File: src/rtl/fsic_io_serdes_tx.sv
// FSIC IO SERDES lane transmitter: word FIFO feeding an LSB-first shifter,
// one bit per ioclk, with idle (zero) words inserted when the FIFO runs dry.
module fsic_io_serdes_tx #(
    parameter int pCLK_RATIO    = 4,
    parameter int pTxFIFO_DEPTH = 4
) (
    input  logic                  ioclk,
    input  logic                  axis_rst_n,
    input  logic                  txen,
    input  logic [pCLK_RATIO-1:0] txdata_in,
    input  logic                  txdata_in_valid,
    output logic                  txdata_in_ready,
    output logic                  Serial_Data_out,
    output logic                  tx_word_start,
    output logic                  tx_busy,
    output logic [15:0]           tx_underrun_cnt
);

    // state | meaning
    // IDLE  | lane off, pin held low
    // RUN   | loading a word every pCLK_RATIO cycles (data or idle)
    // DRAIN | txen dropped mid-word, finishing the current word
    typedef enum logic [1:0] {IDLE, RUN, DRAIN} state_t;

    localparam int PW = (pCLK_RATIO > 1) ? $clog2(pCLK_RATIO) : 1;
    localparam int AW = $clog2(pTxFIFO_DEPTH);
    localparam int CW = AW + 1;

    state_t                  r_state, w_state_nxt;
    logic [PW-1:0]           r_phase, w_phase_nxt, w_phase_inc;
    logic [pCLK_RATIO-1:0]   r_shreg, w_shreg_nxt;
    logic                    r_ser, w_ser_nxt;
    logic                    r_tws, w_tws_nxt;
    logic [15:0]             r_urun;
    logic                    w_load;

    logic [pCLK_RATIO-1:0]   r_mem [pTxFIFO_DEPTH];
    logic [AW-1:0]           r_wptr, r_rptr;
    logic [CW-1:0]           r_count;
    logic                    w_full, w_empty, w_push, w_pop;
    logic [pCLK_RATIO-1:0]   w_head;

    assign w_full          = (r_count == CW'(pTxFIFO_DEPTH));
    assign w_empty         = (r_count == '0);
    assign w_push          = txdata_in_valid && !w_full;
    assign w_pop           = w_load && !w_empty;
    assign w_head          = r_mem[r_rptr];
    assign w_phase_inc     = (r_phase == PW'(pCLK_RATIO - 1)) ? '0 : r_phase + 1'b1;

    assign txdata_in_ready = !w_full;
    assign Serial_Data_out = r_ser;
    assign tx_word_start   = r_tws;
    assign tx_busy         = (r_state != IDLE);
    assign tx_underrun_cnt = r_urun;

    always_comb begin
        w_state_nxt = r_state;
        w_phase_nxt = '0;
        w_shreg_nxt = r_shreg;
        w_ser_nxt   = 1'b0;
        w_tws_nxt   = 1'b0;
        w_load      = 1'b0;
        case (r_state)
            IDLE: begin
                if (txen) w_state_nxt = RUN;
            end
            RUN, DRAIN: begin
                if (r_phase == '0) begin
                    if (r_state == RUN && txen) begin
                        // Load sees the pre-edge FIFO; an empty FIFO yields an idle word
                        w_load      = 1'b1;
                        w_shreg_nxt = w_empty ? '0 : w_head;
                        w_ser_nxt   = w_empty ? 1'b0 : w_head[0];
                        w_tws_nxt   = 1'b1;
                        w_phase_nxt = w_phase_inc;
                    end else begin
                        w_state_nxt = IDLE;
                    end
                end else begin
                    w_ser_nxt   = r_shreg[r_phase];
                    w_phase_nxt = w_phase_inc;
                    if (r_state == RUN && !txen)
                        w_state_nxt = DRAIN;
                    else if (r_state == DRAIN && txen)
                        w_state_nxt = RUN;
                end
            end
            default: w_state_nxt = IDLE;
        endcase
    end

    always_ff @(posedge ioclk) begin
        if (!axis_rst_n) begin
            r_state <= IDLE;
            r_phase <= '0;
            r_shreg <= '0;
            r_ser   <= 1'b0;
            r_tws   <= 1'b0;
            r_urun  <= '0;
        end else begin
            r_state <= w_state_nxt;
            r_phase <= w_phase_nxt;
            r_shreg <= w_shreg_nxt;
            r_ser   <= w_ser_nxt;
            r_tws   <= w_tws_nxt;
            if (w_load && w_empty && r_urun != 16'hFFFF)
                r_urun <= r_urun + 16'd1;
        end
    end

    always_ff @(posedge ioclk) begin
        if (w_push) r_mem[r_wptr] <= txdata_in;
    end

    always_ff @(posedge ioclk) begin
        if (!axis_rst_n) begin
            r_wptr  <= '0;
            r_rptr  <= '0;
            r_count <= '0;
        end else begin
            if (w_push) r_wptr <= r_wptr + 1'b1;
            if (w_pop)  r_rptr <= r_rptr + 1'b1;
            case ({w_push, w_pop})
                2'b10:   r_count <= r_count + 1'b1;
                2'b01:   r_count <= r_count - 1'b1;
                default: r_count <= r_count;
            endcase
        end
    end

endmodule

File: config.mk
export PLATFORM = sky130hd
export DESIGN_NAME = fsic_io_serdes_tx
export DESIGN_NICKNAME = d
export VERILOG_FILES = /design/src/rtl/fsic_io_serdes_tx.sv
export SDC_FILE = /design/constraint.sdc
export NUM_CORES = 1
export LEC_CHECK = 0
export ABC_AREA = 0
export CAP_MARGIN = 10
export CORE_MARGIN = 5
export CORE_UTILIZATION = 59
export DETAILED_ROUTE_END_ITERATION = 6
export GPL_TIMING_DRIVEN = 1
export HOLD_SLACK_MARGIN = 0.05
export PLACE_DENSITY_LB_ADDON = 0.08
export SYNTH_ARGS = -nofsm -noshare
export SYNTH_HDL_FRONTEND = slang
export SYNTH_SLANG_ARGS = --single-unit
File: constraint.sdc
create_clock -name ioclk -period 4.7 [get_ports ioclk]
set_input_delay 0.94 -clock ioclk [delete_from_list [all_inputs] [get_ports ioclk]]
set_output_delay 0.94 -clock ioclk [all_outputs]
set_load 0.005 [all_outputs]
==> impl_results.md <==
* Total GRT Usage at 0.1826
* Worst Path Required at 4.93 ns
* Die Y at 73.56 um
* Peak supply drop at 0.0002002 V
* Critical Path Start: txen
* CP Capture Point: r_count[2]
* Status: finished, final reports clean
* Cell family contributing the most delay on the critical path: simple AND/OR/NAND/NOR gates
* Register area share after synthesis at 0.4955
* Worst min path class: flop to flop
* # rows at 23
* Post-synthesis cell count at 228
* F_max at 306.3 MHz
* IO Pins at 28
* Worst Reg2Reg Path Length in Cells at 10
* Kind of critical path: primary input to flop
* CTS Buffer Depth at 2
* Mapped Area at 2384 um2
* CTS Hold Buffers Added at 0
* Hold WS at 0.4724 ns
* Main synth FF type: dfxtp_1
* CP peak stage delay at 0.56 ns
* DRT iter0 DRCs at 100
* RSZ-0062 raised after global routing: no
* GRT overflow at 0
* Placed Instances at 300
* Met1 wire length at 2023 um
* Highest metal used: met4
* Core Area at 3971 um2
* Final period utilization at 0.6946
* Nets at 278
* CTS tree: yes
* CTS buffer count at 5
* Static leakage at 0.0009936 uW
* Detailed placer's ending HPWL at 3200 um
* Setup-failing EPs final at 0
* Pwr dens at 285.5 nW/um2
* Slowest stage cell, crit path: clkdlybuf4s50_1
* Fillers at 322
* Hold Violations, Final at 0
* Minimum clock period at 3.265 ns
* Yosys top cell by area: dfxtp_1
* Diodes inserted at 0
* Routed len/inst at 14.44 um
* Worst slew pin tran at 0.7888 ns
* Max Clock Skew at 0.005321 ns
* Slew margin rel. at 0.4701
* Vias in the first global route at 1643
* Area contributors post-synth: dfxtp_1 (29%), edfxtp_1 (20%), ha_1 (6.3%)
* Critical register-to-register path endpoint: r_count[2]
* Synthesized area per cell at 10.45 um2
* Reg clk slew, reported paths at 0.09 ns
* Critical Path Source Type: primary input
* Setup Fix Bufs, Post-CTS at 0
* Area delta synth->final at 17.01%
* Number of max-cap violations at 0
* CP endpoint kind: flop
* Length of routed met2 wiring at 2156 um
* CTS H-tree lvls at 2
* Worst-path cell chain: clkdlybuf4s50_1, nand4_2, nor2_1, ha_1, inv_1, fa_1, xor2_1, or3_1, a21oi_1
* Post-Route WL at 4449 um
* Commonest cells in the netlist: dfxtp_1 (35), a21oi_1 (16), edfxtp_1 (16)
* Non-filler cells, final at 308
* Total power at 796.2 uW
* Clk sinks at 51
* Synth top area share at 0.2940
* PostCTS Resize Cnt at 0
* Largest net degree at the start of global routing at 25
* Starting Density at 0.6002
* DR vias at 1804
* DRT Pass-1 Iters at 4
* Syn nets at 249
* Number of synthesized flops with an enable pin at 16
* Share of cells above drive strength 1 at 0.06977
* Final Slew Violations at 0
* Count leader, synth: dfxtp_1
* Initial antenna violation count at 0
* Die Area at 5411 um2
* Later-pin clock latency in the skew report at 0.31 ns
* Levels on crit path at 9
* First-pass GRT wire length at 7693 um
* Port bufs at 27
* Library cells used by synthesis at 39
* Flop2flop setup slack at 1.72 ns
* CP Max Fanout at 8
* DR vias/cell at 5.857
* # DRC at 0
* Final ANT Viol Nets at 0
* Post-layout util at 0.7023
* Buf+Inv Stages, Crit Path at 2
* Routability cong. at 0.7999
* Clock tree root driver cell: clkbuf_8
* Yosys warns at 0
* Met3 WL at 204 um
* Post-Route Setup TNS at 0 ns
* Asr flop ratio synth at 0
* #FFs+latches synth at 51
* Reg2reg start: r_state[1]
* Die width at 73.56 um
* Data arrival time of the worst path at 3.50 ns
## per-layer routing
layer / vias to the layer above / GRT usage
met5: - / 0
met4: 0 / 0.06036
met3: 7 / 0.04104
met2: 38 / 0.2972
met1: 853 / 0.2402
li1: 906 / -
## cells in the final DEF, fill, tap and decap left out, drive strengths merged, types with 9 or more instances in the layout
cell type and count:
or4 9, edfxtp 16, nor2 12, nand3 12, ha 12, inv 14, clkdlybuf4s50 27, nand2 15
a21oi 16, dfxtp 35
## logic make-up (layout without fill, tap and decap cells)
family	count (synthesis)	in the layout	share of synthesized area
AOI/OAI and AO/OA	37	37	0.09607
xor gates and xnor gates	5	5	0.01838
adders and majority gates	13	13	0.07139
buffers and inverters	20	50	0.03202
DFF	51	51	0.4955
muxes	9	9	0.06404
and+or+nand+nor	93	93	0.2226
## report_power, final
part / leakage, uW / internal (uW) / switching (uW)
Sequential: 0.000430 / 467 / 8.97
Combinational: 0.000522 / 30.5 / 37.7
Clock: 0.0000418 / 104 / 148
## worst min-delay path, stage by stage (launching register included)
cell and delay (ns):
dfxtp_1 0.32, nand3_1 0.07, nand2_1 0.05
## layout make-up
type                       instances  area [um2]  share of cell area
sequential                        51        1181              0.4235
multi-input combinational        157        1126              0.4038
timing repair buffer              28       277.8             0.09960
clock buffer                       5       68.82             0.02467
tap                               50       62.56             0.02243
inverter                          14       52.55             0.01884
clock inverter                     3       20.02            0.007178
## flip-flops by register name, indices dropped and copies added, names as in the netlist, 2 cells and up, named ones only
signal           count
r_wptr               2
r_state              2
r_mem               16
r_count              3
r_rptr               2
r_shreg              4
r_phase              2
tx_underrun_cnt     16
## through the flow
stage / cell area (um2) / setup WS (ns)
after floorplan: 2384 / 2.023
after global placement: 2700 / 1.296
after detailed placement: 2700 / 1.185
after CTS: 2789 / 1.461
after global routing: 2789 / 1.287
final: 2789 / 1.435
## worst min-delay path by stage
stage / from / endpoint / slack, ns / cells past startpoint
after floorplan: r_shreg[0] / r_shreg[0] / 0.43 / 2
after global placement: r_shreg[0] / r_shreg[0] / 0.45 / 2
after detailed placement: r_shreg[0] / r_shreg[0] / 0.46 / 2
after CTS: r_shreg[0] / r_shreg[0] / 0.47 / 2
after global routing: r_shreg[0] / r_shreg[0] / 0.49 / 2
final: r_shreg[0] / r_shreg[0] / 0.47 / 2
Power figures use the tool's default switching activity.
